File: config.mk
export PLATFORM = sky130hd
export DESIGN_NAME = mac_act_unit
export DESIGN_NICKNAME = d
export VERILOG_FILES = /design/src/rtl/mac_act_unit.sv
export SDC_FILE = /design/constraint.sdc
export NUM_CORES = 2
export LEC_CHECK = 0
export ABC_AREA = 1
export CELL_PAD_IN_SITES_DETAIL_PLACEMENT = 1
export CELL_PAD_IN_SITES_GLOBAL_PLACEMENT = 1
export CORE_MARGIN = 5
export CORE_UTILIZATION = 50
export CTS_CLUSTER_DIAMETER = 150
export DETAILED_ROUTE_END_ITERATION = 10
export PLACE_DENSITY_LB_ADDON = 0.1
export SETUP_SLACK_MARGIN = 0.05
export SLEW_MARGIN = 20
export SYNTH_ARGS = -nofsm -noshare
export SYNTH_HDL_FRONTEND = slang
export SYNTH_SLANG_ARGS = --single-unit
File: constraint.sdc
create_clock -name clk -period 45.9 [get_ports clk]
set_clock_uncertainty 0.05 [all_clocks]
set_input_delay 4.59 -clock clk [delete_from_list [all_inputs] [get_ports clk]]
set_output_delay 4.59 -clock clk [all_outputs]
set_load 0.005 [all_outputs]
File: src/rtl/mac_act_unit.sv
// -----------------------------------------------------------------------------
// mac_act_unit
//
// Multiply-accumulate datapath with ReLU + requantization into a small
// activation buffer (the hidden-layer store that feeds the next round).
//
//   Stage P : prod_q  <= x_in * w_in (full 2*DATA_W signed), prod_v_q <= ~mac_clear
//   Stage A : acc_q   <= sat(acc_q + sext(prod_q)) when prod_v_q && !mac_clear
//   Write   : entry k <= f(acc_q) on every edge where we[k] is high
//   Read    : rd_data <= entry[rd_addr] (one-edge latency, read-before-write)
//
// Ports
//   clk        in   1        rising-edge clock
//   rst        in   1        asynchronous active-high reset
//   mac_clear  in   1        synchronous clear of pipeline, accumulator, count
//   x_in       in   DATA_W   signed activation operand
//   w_in       in   DATA_W   signed weight operand
//   relu_en    in   1        1 = clamp negative accumulator to 0 before shift
//   we         in   NUM_ENT  one-hot write strobe into the activation buffer
//   rd_addr    in   log2(NUM_ENT)  buffer read address
//   rd_data    out  DATA_W   registered read data
//   acc_out    out  ACC_W    accumulator register (debug)
//   mac_count  out  8        products accumulated since last clear, saturating
//   we_multi   out  1        sticky flag: more than one we bit seen high
// -----------------------------------------------------------------------------
module mac_act_unit #(
    parameter int DATA_W     = 8,
    parameter int ACC_W      = 24,
    parameter int FRAC_SHIFT = 4,
    parameter int NUM_ENT    = 64
) (
    input  logic                       clk,
    input  logic                       rst,
    input  logic                       mac_clear,
    input  logic [DATA_W-1:0]          x_in,
    input  logic [DATA_W-1:0]          w_in,
    input  logic                       relu_en,
    input  logic [NUM_ENT-1:0]         we,
    input  logic [$clog2(NUM_ENT)-1:0] rd_addr,
    output logic [DATA_W-1:0]          rd_data,
    output logic [ACC_W-1:0]           acc_out,
    output logic [7:0]                 mac_count,
    output logic                       we_multi
);

    localparam int PROD_W = 2 * DATA_W;
    localparam int HI_W   = ACC_W - DATA_W + 1;

    localparam logic [ACC_W-1:0]   ACC_MAX = {1'b0, {(ACC_W-1){1'b1}}};
    localparam logic [ACC_W-1:0]   ACC_MIN = {1'b1, {(ACC_W-1){1'b0}}};
    localparam logic [DATA_W-1:0]  ACT_MAX = {1'b0, {(DATA_W-1){1'b1}}};
    localparam logic [DATA_W-1:0]  ACT_MIN = {1'b1, {(DATA_W-1){1'b0}}};
    localparam logic [NUM_ENT-1:0] WE_ONE  = {{(NUM_ENT-1){1'b0}}, 1'b1};

    // ------------------------------------------------------------------
    // Stage P: product register
    // ------------------------------------------------------------------
    logic [PROD_W-1:0] x_ext;
    logic [PROD_W-1:0] w_ext;
    logic [PROD_W-1:0] prod_d;
    logic [PROD_W-1:0] prod_q;
    logic              prod_v_q;

    // Sign-extend both operands to the product width; the low PROD_W bits
    // of the two's-complement product are then exact.
    assign x_ext  = {{DATA_W{x_in[DATA_W-1]}}, x_in};
    assign w_ext  = {{DATA_W{w_in[DATA_W-1]}}, w_in};
    assign prod_d = x_ext * w_ext;

    always_ff @(posedge clk or posedge rst) begin
        if (rst) begin
            prod_q   <= '0;
            prod_v_q <= 1'b0;
        end else if (mac_clear) begin
            prod_q   <= '0;
            prod_v_q <= 1'b0;
        end else begin
            prod_q   <= prod_d;
            prod_v_q <= 1'b1;
        end
    end

    // ------------------------------------------------------------------
    // Stage A: saturating accumulator and product counter
    // ------------------------------------------------------------------
    logic [ACC_W-1:0] acc_q;
    logic [ACC_W-1:0] acc_d;
    logic [7:0]       cnt_q;
    logic [7:0]       cnt_d;
    logic [ACC_W:0]   sum_w;

    // One guard bit: overflow shows up as the top two bits disagreeing.
    assign sum_w = {acc_q[ACC_W-1], acc_q}
                 + {{(ACC_W+1-PROD_W){prod_q[PROD_W-1]}}, prod_q};

    always_comb begin
        acc_d = acc_q;
        cnt_d = cnt_q;
        if (mac_clear) begin
            acc_d = '0;
            cnt_d = '0;
        end else if (prod_v_q) begin
            if (sum_w[ACC_W] != sum_w[ACC_W-1]) begin
                acc_d = sum_w[ACC_W] ? ACC_MIN : ACC_MAX;
            end else begin
                acc_d = sum_w[ACC_W-1:0];
            end
            if (cnt_q != 8'hFF) begin
                cnt_d = cnt_q + 8'd1;
            end
        end
    end

    always_ff @(posedge clk or posedge rst) begin
        if (rst) begin
            acc_q <= '0;
            cnt_q <= '0;
        end else begin
            acc_q <= acc_d;
            cnt_q <= cnt_d;
        end
    end

    // ------------------------------------------------------------------
    // Activation: optional ReLU, arithmetic shift, clamp to DATA_W
    // ------------------------------------------------------------------
    logic [ACC_W-1:0]  relu_v;
    logic [ACC_W-1:0]  shr_v;
    logic [HI_W-1:0]   shr_hi;
    logic [DATA_W-1:0] act_v;

    assign relu_v = (relu_en && acc_q[ACC_W-1]) ? '0 : acc_q;
    assign shr_v  = $signed(relu_v) >>> FRAC_SHIFT;
    // The value fits DATA_W only if every bit from the DATA_W sign position
    // upward is a copy of the sign.
    assign shr_hi = shr_v[ACC_W-1:DATA_W-1];

    always_comb begin
        act_v = shr_v[DATA_W-1:0];
        if (!((&shr_hi) || (~|shr_hi))) begin
            act_v = shr_v[ACC_W-1] ? ACT_MIN : ACT_MAX;
        end
    end

    // ------------------------------------------------------------------
    // Activation buffer: registers (every entry must clear on rst)
    // ------------------------------------------------------------------
    logic [NUM_ENT-1:0][DATA_W-1:0] ent_all;

    for (genvar gi = 0; gi < NUM_ENT; gi++) begin : g_ent
        logic [DATA_W-1:0] ent_q;

        always_ff @(posedge clk or posedge rst) begin
            if (rst) begin
                ent_q <= '0;
            end else if (we[gi]) begin
                ent_q <= act_v;
            end
        end

        assign ent_all[gi] = ent_q;
    end

    logic [DATA_W-1:0] rd_data_q;

    always_ff @(posedge clk or posedge rst) begin
        if (rst) begin
            rd_data_q <= '0;
        end else begin
            rd_data_q <= ent_all[rd_addr];
        end
    end

    // ------------------------------------------------------------------
    // Sticky multi-write detector: we & (we-1) clears the lowest set bit,
    // so anything left over means two or more strobes.
    // ------------------------------------------------------------------
    logic we_many;
    logic we_multi_q;

    assign we_many = |(we & (we - WE_ONE));

    always_ff @(posedge clk or posedge rst) begin
        if (rst) begin
            we_multi_q <= 1'b0;
        end else if (we_many) begin
            we_multi_q <= 1'b1;
        end
    end

    assign rd_data   = rd_data_q;
    assign acc_out   = acc_q;
    assign mac_count = cnt_q;
    assign we_multi  = we_multi_q;

endmodule

==> summary.txt <==
Setup path
  – Worst Setup End Kind: flop
  – Worst r2r path cells: 6
  – Critical Path Fanout Max: 8
  – Arr. time, crit path: 9.34 ns
  – Worst R2R Setup Slack: 41.73 ns
  – Setup crit start kind: primary input
  – Worst EP required: 46.33 ns
  – Critical path class: in -> reg

Clock tree
  – Clk root buf: clkbuf_16
  – CTS tree: built
  – H-tree Lvls: 3
  – Clk_lat worst skew: 0.62 ns
  – CTS clk-pin slew, worst paths: 0.06 ns
  – Post-CTS Hold Buffers: 0
  – Clk sinks: 570
  – CTS Buf Count: 66
  – Max Root-Sink Buffers: 3
  – Number of setup buffers added after CTS: 0
  – Post-CTS resize count: 0

Placed design
  – Setup slack at placement: 36.40 ns
  – Global placement routability congestion: 0.931
  – Post-DP HPWL: 68.6 mm
  – Port Buffers: 130

Global routing
  – Total gr overflow: 0
  – Gr usage total: 0.319
  – Number of global-route vias before repair: 31,200
  – Initial antenna violation count: 6
  – First-pass GRT wire length: 173 mm
  – Largest net degree at the start of global routing: 183

Run status
  – Status: completed

STA
  – Final Hold Viols: 0
  – Max Fclk: 0.112 GHz
  – Max Transition Viols Final: 0
  – Final setup fails: 0
  – Hold WS: 0.447 ns
  – Period minus WS final: 8.91 ns
  – RSZ-0062 raised after global routing: no
  – Worst-Margin Slew: 1.06 ns
  – Crit share post-route: 0.194
  – Slew HR: 0.294
  – PnR worst setup slack: 36.99 ns
  – Setup TNS: 0 ns

Synthesis
  – Yosys warns: 0
  – Area of the mapped netlist: 0.0314 mm²
  – Top cells by count, synth: nor2_1 (906), dfrtp_1 (570), nand2_1 (540), o21ai_0 (447), a31oi_1 (409)
  – Synth unique cells: 35
  – Asr flop ratio synth: 1.00
  – Post-synthesis area per instance: 7.74 µm²
  – Top post-synthesis cells by area: dfrtp_1 (45%), nor2_1 (11%), a31oi_1 (8.2%)
  – Flops & latches, synth: 570
  – Dominant cell type by area after synthesis: dfrtp_1
  – Post-synthesis sequential area ratio: 0.455
  – Number of synthesized flops with an enable pin: 0
  – Post-Syn Nets: 4,250
  – Mapped Cells: 4,050
  – Most frequent cell after synthesis: nor2_1
  – Predominant post-synthesis flop cell: dfrtp_1
  – Post-synth top area share: 0.455

Detailed routing
  – TritonRoute pass-1 iters: 6
  – First-iteration detailed-routing DRC count: 2,580
  – Via/cell ratio: 6.11
  – WL final: 109 mm
  – WL per Instance: 22.5 µm
  – DRC Markers: 0
  – Detail Route Antenna Nets: 0
  – Via count: 29,700

Finish
  – P&R area growth vs syn: 12.1%
  – Share of layout cells above drive strength 1: 0.0522
  – Layout net count: 4,169
  – Area occupied by multi-input gates: 0.0148 mm²
  – Fillers: 7,593
  – Area occupied by registers: 0.0143 mm²

Floorplanning
  – Core area: 0.0619 mm²
  – Die Ht: 260 µm
  – Starting density of the core: 0.506
  – IO Pins: 131
  – Die span in x: 260 µm
  – Row cnt: 91
  – DIE AREA: 0.0678 mm²

Power and ir drop
  – Worst vdd ir: 0.0000673 V
  – Internal power: 1220 µW
  – Pwr per Cell Area: 56.7 mW/mm²
  – Reg power frac: 0.380
  – Gate power share: 0.353
  – NetSw: 770 µW
  – Pleak: 0.0148 µW
  – Switch share: 0.386
  – Clock power frac: 0.266

Run
  – Maxcap violations: 0

Hold path
  – Cells on Worst Hold Path: 2
  – Worst hold path class: reg -> reg
[worst paths after layout]
path	from	endpoint
max	x_in[0]	prod_q[13]$_DFF_PP0_
min	g_ent[58].ent_q[7]$_DFFE_PP0P_	g_ent[58].ent_q[7]$_DFFE_PP0P_
max reg2reg	acc_out[18]$_DFFE_PP0P_	g_ent[22].ent_q[6]$_DFFE_PP0P_
min reg2reg	g_ent[58].ent_q[7]$_DFFE_PP0P_	g_ent[58].ent_q[7]$_DFFE_PP0P_
max in group asynchronous	rst	g_ent[3].ent_q[4]$_DFFE_PP0P_
min in group asynchronous	rst	g_ent[8].ent_q[3]$_DFFE_PP0P_
[stage by stage]
| stage | utilization | instance area, µm² | power (µW) | std cells |
|---|---|---|---|---|
| 5_1_grt | 0.568 | 35200 | 2120 | 4857 |
| 6_report | 0.568 | 35200 | 1990 | 4858 |
| 4_1_cts | 0.567 | 35100 | 2000 | 4855 |
| 3_3_place_gp | 0.532 | 32900 | 1410 | 4736 |
| 2_1_floorplan | - | 31400 | 1250 | 4050 |
| 3_5_place_dp | 0.532 | 32900 | 1460 | 4736 |
[critical path: stages]
cell	delay, ns
clkdlybuf4s50_1	0.64
or2_2	0.42
fa_1	0.51
fa_1	0.55
inv_1	0.07
fa_1	0.54
inv_1	0.06
fa_1	0.53
inv_1	0.04
ha_1	0.36
nand2_1	0.12
inv_1	0.05
a21oi_1	0.21
o21ai_0	0.20
a31oi_1	0.21
xor2_1	0.17
nor2_1	0.05
[final cells by class]
class / instances / share of cell area
Tap cell: 837 / 0.0298
Inverter: 257 / 0.0279
Sequential cell: 570 / 0.406
Clock inverter: 27 / 0.00776
Timing Repair Buffer: 204 / 0.0549
Multi-Input combinational cell: 2870 / 0.420
Clock buffer: 92 / 0.0538
Antenna cell: 1 / 0.0000712
[state kept, by name, summed over array words and instances (netlist names)]
| signal | count |
|---|---|
| g_ent.ent_q | 512 |
| rd_data | 8 |
| prod_q | 16 |
| prod_v_q | 1 |
| acc_out | 24 |
| mac_count | 8 |
| we_multi | 1 |
[routing by layer]
metal  wire length [µm]  up-vias  part of all wire  GRT usage
li1                   -    13400                 -          -
met1              45600    15100              0.42      0.418
met2              52700      914              0.48      0.533
met3               6720      226             0.062     0.0537
met4               4080       10             0.037      0.121
met5                 71        -           0.00065          0
[cell families after synthesis]
kind of cell             after synthesis  synth area share
AO/OA/AOI/OAI                       1148             0.208
XOR/XNOR                              26           0.00726
adder cells (fa/ha/maj)              110            0.0573
buffers and inverters                610            0.0759
flip-flops                           570             0.455
AND/OR/NAND/NOR                     1586             0.197
[placed cells by master (no fill, tap or decap), drive strengths merged, types with 22 or more instances in the layout]
cell           instances
nor2                 910
dfrtp                570
nand2                540
o21ai                447
a31oi                409
inv                  259
a21oi                159
clkdlybuf4s50        127
clkbuf                93
nand3                 87
o22ai                 85
buf                   76
fa                    56
ha                    54
o211ai                28
nand4                 22
[power groups by stage]
stage / Clock [µW] / Sequential, µW / Combinational, µW
floorplan: 0 / 736 / 515
global placement: 0 / 753 / 659
detailed placement: 0 / 764 / 696
CTS: 536 / 758 / 704
global route: 558 / 775 / 791
finish: 531 / 758 / 704
Power figures use the tool's default switching activity.
